[src/rtl/uart_tx_ctrl.sv]
// UART transmit sequencer: a one-entry holding register feeds a start/data/parity/stop
// frame FSM. Each bit is paced by an external bit timer's tick.
module uart_tx_ctrl #(
  parameter int DATA_BITS = 8,
  parameter int STOP_BITS = 1
) (
  input  logic       clk,
  input  logic       async_nreset,
  input  logic [7:0] data_in,
  input  logic       parity_en,
  input  logic       parity_odd,
  input  logic       data_valid,
  output logic       data_ready,
  input  logic       timer_tick,
  output logic       timer_enable,
  output logic       timer_clear,
  output logic       tx,
  output logic       busy,
  output logic       frame_done
);
  localparam int IDX_W = $clog2(DATA_BITS);

  typedef enum logic [2:0] {IDLE, START, DATA, PARITY, STOP} state_t;

  typedef struct packed {
    logic [DATA_BITS-1:0] data;
    logic                 par_en;
    logic                 par_odd;
  } hold_t;

  state_t               state_q, state_d;
  hold_t                hold_q;
  logic                 hold_valid, accept, load, tx_d;
  logic [DATA_BITS-1:0] shift_q;
  logic                 par_bit_q, par_en_q;
  logic [IDX_W-1:0]     bit_idx_q;
  logic                 stop_idx_q;
  logic                 unused_data;

  // Bits above DATA_BITS are don't-care for narrow frames.
  assign unused_data = ^data_in;
  assign data_ready  = !hold_valid;
  assign accept      = data_valid && !hold_valid;
  assign load        = (state_d == START) && (state_q != START);

  always_ff @(posedge clk or negedge async_nreset) begin
    if (!async_nreset) begin
      hold_q     <= '0;
      hold_valid <= 1'b0;
    end else if (accept) begin
      hold_q     <= '{data: data_in[DATA_BITS-1:0], par_en: parity_en, par_odd: parity_odd};
      hold_valid <= 1'b1;
    end else if (load) begin
      hold_valid <= 1'b0;
    end
  end

  always_comb begin
    state_d      = state_q;
    timer_enable = 1'b1;
    timer_clear  = 1'b0;
    busy         = 1'b1;
    frame_done   = 1'b0;
    tx_d         = 1'b1;
    case (state_q)
      IDLE: begin
        timer_enable = 1'b0;
        timer_clear  = 1'b1;
        busy         = 1'b0;
        if (hold_valid) state_d = START;
      end
      START: begin
        tx_d = 1'b0;
        if (timer_tick) state_d = DATA;
      end
      DATA: begin
        tx_d = shift_q[0];
        if (timer_tick && bit_idx_q == IDX_W'(DATA_BITS - 1))
          state_d = par_en_q ? PARITY : STOP;
      end
      PARITY: begin
        tx_d = par_bit_q;
        if (timer_tick) state_d = STOP;
      end
      STOP: begin
        // Timer wraps on its own, so a queued byte starts with no idle gap.
        if (timer_tick && stop_idx_q == 1'(STOP_BITS - 1)) begin
          frame_done = 1'b1;
          state_d    = hold_valid ? START : IDLE;
        end
      end
      default: state_d = IDLE;
    endcase
  end

  always_ff @(posedge clk or negedge async_nreset) begin
    if (!async_nreset) begin
      state_q <= IDLE;
      tx      <= 1'b1;
    end else begin
      state_q <= state_d;
      tx      <= tx_d;
    end
  end

  always_ff @(posedge clk or negedge async_nreset) begin
    if (!async_nreset) begin
      shift_q    <= '0;
      par_bit_q  <= 1'b0;
      par_en_q   <= 1'b0;
      bit_idx_q  <= '0;
      stop_idx_q <= 1'b0;
    end else if (load) begin
      shift_q    <= hold_q.data;
      par_bit_q  <= hold_q.par_odd ? ~^hold_q.data : ^hold_q.data;
      par_en_q   <= hold_q.par_en;
      bit_idx_q  <= '0;
      stop_idx_q <= 1'b0;
    end else if (timer_tick) begin
      case (state_q)
        DATA: begin
          shift_q   <= shift_q >> 1;
          bit_idx_q <= bit_idx_q + IDX_W'(1);
        end
        STOP:    stop_idx_q <= stop_idx_q + 1'b1;
        default: ;
      endcase
    end
  end
endmodule

[config.mk]
export PLATFORM = sky130hd
export DESIGN_NAME = uart_tx_ctrl
export DESIGN_NICKNAME = d
export VERILOG_FILES = /design/src/rtl/uart_tx_ctrl.sv
export SDC_FILE = /design/constraint.sdc
export NUM_CORES = 1
export LEC_CHECK = 0
export CAP_MARGIN = 20
export CORE_MARGIN = 2
export CORE_UTILIZATION = 60
export CTS_BUF_LIST = sky130_fd_sc_hd__clkbuf_8
export CTS_CLUSTER_DIAMETER = 60
export DETAILED_ROUTE_END_ITERATION = 7
export GPL_ROUTABILITY_DRIVEN = 0
export PLACE_DENSITY_LB_ADDON = 0.05
export SYNTH_ARGS = -nofsm -noshare
export SYNTH_HDL_FRONTEND = slang
export SYNTH_SLANG_ARGS = --single-unit
[constraint.sdc]
create_clock -name clk -period 2.4 [get_ports clk]
set_input_delay 0.72 -clock clk [delete_from_list [all_inputs] [get_ports clk]]
set_output_delay 0.72 -clock clk [all_outputs]
set_load 0.1 [all_outputs]
Yosys cells after proc, flatten, opt, wreduce, memory -nomap -nowiden --
Cells that the tools add are included.
Storage, ports and cells: bits in registers 29, output and inout bits 6, logic and storage cells 60
Cells by class: $add $sub $neg 2, eq/ne operators 7, muxes and demuxes 25, bitwise operators 1, reductions and logical operators 14
Operator list (number):
- $mux 3 | 9
- $mux 8 | 3
- $pmux 3 s5 | 1
- $mux 1 | 11
- $reduce_bool 2->1 | 4
- $reduce_xnor 8->1 | 1
- $reduce_xor 8->1 | 1
- $eq 3x1->1 const B | 2
- $eq 3x2->1 const B | 2
- $eq 3x3->1 const B | 2
- $logic_and 1x1->1 | 4
- $reduce_and 2->1 | 2
- $add 3x1->3 const B | 1
- $logic_not 3->1 | 1
- $ne 3x1->1 const B | 1
- $pmux 1 s3 | 1
- $add 1x1->1 const B | 1
- $logic_not 1->1 | 1
- $not 1->1 | 1

Depth between registers and ports, before layout --
depth in word-level cells 8, depth in mapped cells 6, mapped depth without buffers 6

Worst setup path after synthesis --
Ideal clock, no wire load.
path kind register -> output, from register state_q[2], to output timer_clear, arrival time 2121 ps, data required time 1680 ps, setup slack -441 ps, stages on the path, launching flop included 4, path buffers 1, path through dfrtp_1 buf_2 or3_1 inv_1
On the way: cells in the longest elaborated chain, start to end 2
RTL lines:
- from (decl) | line 31 | state_t state_q, state_d;
- from (signal assigned) | line 101 | state_q <= state_d;
- $logic_not 3->1 | line 65 | case (state_q)
- $mux 1 | line 65
- to (decl) | line 16 | output logic timer_clear,
No other way between the ends.

Worst setup path in the final report --
from register state_q[0], to output timer_clear
The elaborated chain is that of the path after synthesis.

==> impl_metrics.yaml <==
grt:
  grt_first_pass_wirelength_mm: 4.59
  antenna_found_initial: 0
  use_met1_pct: 26.6
  grt_pass1_vias: 1070
  grt_busiest_layer: "met2"
  grt_use_met3_pct: 10.0
  grt_use_met2_pct: 39.6
  groute.usage.overall_pct: 24.2
  grt_remaining_overflow: 0
  grt_max_degree: 30
synthesis:
  synth_cells: 119
  synth_cell_types: 33
  synth_area_leaders: "dfrtp_1 49%, mux2_2 9.5%, mux2i_1 7.1%, xnor2_1 3.7%, o21ai_0 3.5%"
  synthesis.area_sq_mm: 0.00142
  ys_seq_area_share_pct: 51.3
  syn-num-nets: 135
  yosys.area.top_type: "dfrtp_1"
  synth_top_area_share_pct: 49.5
  synth.most_common_cell: "dfrtp_1"
  ys.flop_type: "dfrtp_1"
  ys_top_cells_by_count: "28 x dfrtp_1, 12 x mux2_2, 10 x mux2i_1, 10 x nand2_1, 10 x o21ai_0"
  yosysWarnings: 0
  async_flop_share_pct: 100
  synth-seq-cells: 29
  syn_avg_cell_area_sq_um: 11.9
  synth-edff-count: 0
worst_setup_path:
  rrSetupSlack_ns: 0.73
  critical_path.slowest_cell: "dfrtp_1"
  path_max_fanout: 10
  end_kind: "primary output"
  regToRegStartpoint: "stop_idx_q"
  cp_cell_sequence: "or3_4 > clkinvlp_4 > buf_12"
  path_depth: 3
  setup.worst_path.start_class: "register"
  required_ns: 1.68
  reg2reg_depth: 4
  r2r-end: "par_bit_q"
  arrival_ns: 1.51
  critPathMaxStageDelay_ns: 0.50
  cp_top_family: "flip-flops"
  crit_buf_inv: 2
  crit_type: "register to primary output"
clock_network:
  insertion_delay_ns: 0.27
  clock-root-buffer: "clkbuf_8"
  cts_buffers: 5
  cts_max_path_buffers: 2
  cts_tree: "yes"
  htreeDepth: 2
  cts_num_sinks: 29
  clk_pin_slew_ns: 0.06
power_and_ir_drop:
  p_total_mw: 2.99
  p_leak_nw: 0.808
  vdd_drop_max_mv: 1.08
  powerDensity_mw_per_mm2: 1610
timing:
  period_needed_ns: 2.23
  finClkSkew_ns: 0.00334
  worst_pin_slew_ns: 0.364
  fin_crit_sh_pct: 93.0
  max_freq_ghz: 0.448
  fin_ws_ns: 0.167
  relSlewSlack_pct: 75.7
  rsz0062_at_grt: "false"
  slew_violations: 0
  fin_tns_setup_ns: 0
  finalSetupViolations: 0
  hold_viol_final: 0
place:
  place.port_buffers: 19
  dp.cells: 170
  dp_slack_ns: -0.134
  dp_hpwl_mm: 1.89
run_status:
  status: "completed"
layout:
  final_nets: 165
  final_util_pct: 83.9
  diodes: 0
  area_delta_synth_final_pct: 31.1
  drive_gt1_share_pct: 31.3
  fillers: 119
  instances_no_fill: 178
worst_hold_path:
  min_from: "shift_q[7]"
  hp-class: "register to register"
  worstHoldEndpoint: "shift_q[7]"
  whs_path_depth: 1
detailed_routing:
  drt_iter0_drc: 13
  ant_nets: 0
  via_per_inst: 5.46
  drc_errors: 0
  vias: 972
  drt-total-wl_mm: 2.70
  avgRoutedWirePerCell_um: 15.2
  drtPass1Iterations: 4
floorplanning:
  initial_core_util_pct: 64.0
  die_h_um: 52.6
  ios: 20
  die_x_um: 52.6
  num_rows: 17
  coreArea_sq_mm: 0.00221
  dieArea_sq_mm: 0.00277
flow_run:
  cap_violations: 0
-- layout make-up --
class                   instances  area, sq um  area share (%)
well taps                      28         35.0            1.89
clock inverters                 1         5.00           0.270
inverters                       3         15.0           0.809
multi-input cells              79          639            34.4
repair buffers                 31          339            18.3
flip-flops and latches         29          727            39.2
clock buffers                   7         96.3            5.19
-- power by group --
| part | leakage, nW | internal [mW] | switching (mW) |
|---|---|---|---|
| Sequential | 0.355 | 0.726 | 0.203 |
| Combinational | 0.399 | 0.775 | 0.850 |
| Clock | 0.0542 | 0.259 | 0.174 |
-- cells by family (layout without fill, tap and decap cells) --
logic type,after synthesis,count (layout),synth area share (%)
simple gates,30,30,11.2
fa+ha+maj,2,2,1.77
flops,29,29,51.3
compound gates,17,17,8.39
xor+xnor,8,8,5.92
mux,22,22,16.6
buf+inv,11,42,4.77
-- what timing repair did --
item	CTS	global route
setup buffers	0	0
hold buffers	0	0
gates resized for setup	4	0
setup endpoints to repair	1	0
-- stage by stage --
step                hold slack, ns  area (sq um)
floorplan                    0.424          1430
global placement             0.490          1740
detailed placement           0.494          1740
CTS                          0.508          1860
global route                 0.534          1860
finish                       0.507          1860
-- worst max-delay path by stage --
stage	from	slack [ns]	endpoint
final	state_q[0]	0.17	timer_clear
after global routing	state_q[0]	0.12	timer_clear
after CTS	state_q[0]	0.16	timer_clear
after detailed placement	timer_tick	-0.13	frame_done
after global placement	timer_tick	-0.11	frame_done
after floorplan	timer_tick	0.03	frame_done
-- per-layer routing --
layer	up-vias	share of wire (%)
li1	465	-
met2	22	53
met1	479	41
met4	0	2.0
met3	6	4.1
met5	-	0
-- flip-flops by register name, summed over array words and instances, names as in the netlist --
signal and flops:
hold_q 10, shift_q 8, bit_idx_q 3, state_q 3
hold_valid 1, par_bit_q 1, par_en_q 1, stop_idx_q 1
tx 1
-- cell usage in the layout, fill, tap and decap left out, types with 2 or more instances in the layout --
cell type,count
a22o_1,2
ha_1,2
inv_1,2
mux2i_1,10
nand2_1,10
dfrtp_1,28
clkbuf_8,7
xnor2_1,6
a21oi_1,2
nor2_1,7
nor2b_1,2
o21ai_0,10
buf_12,6
mux2_2,12
clkdlybuf4s50_1,12
buf_4,12
(Power assumes the default switching activity.)
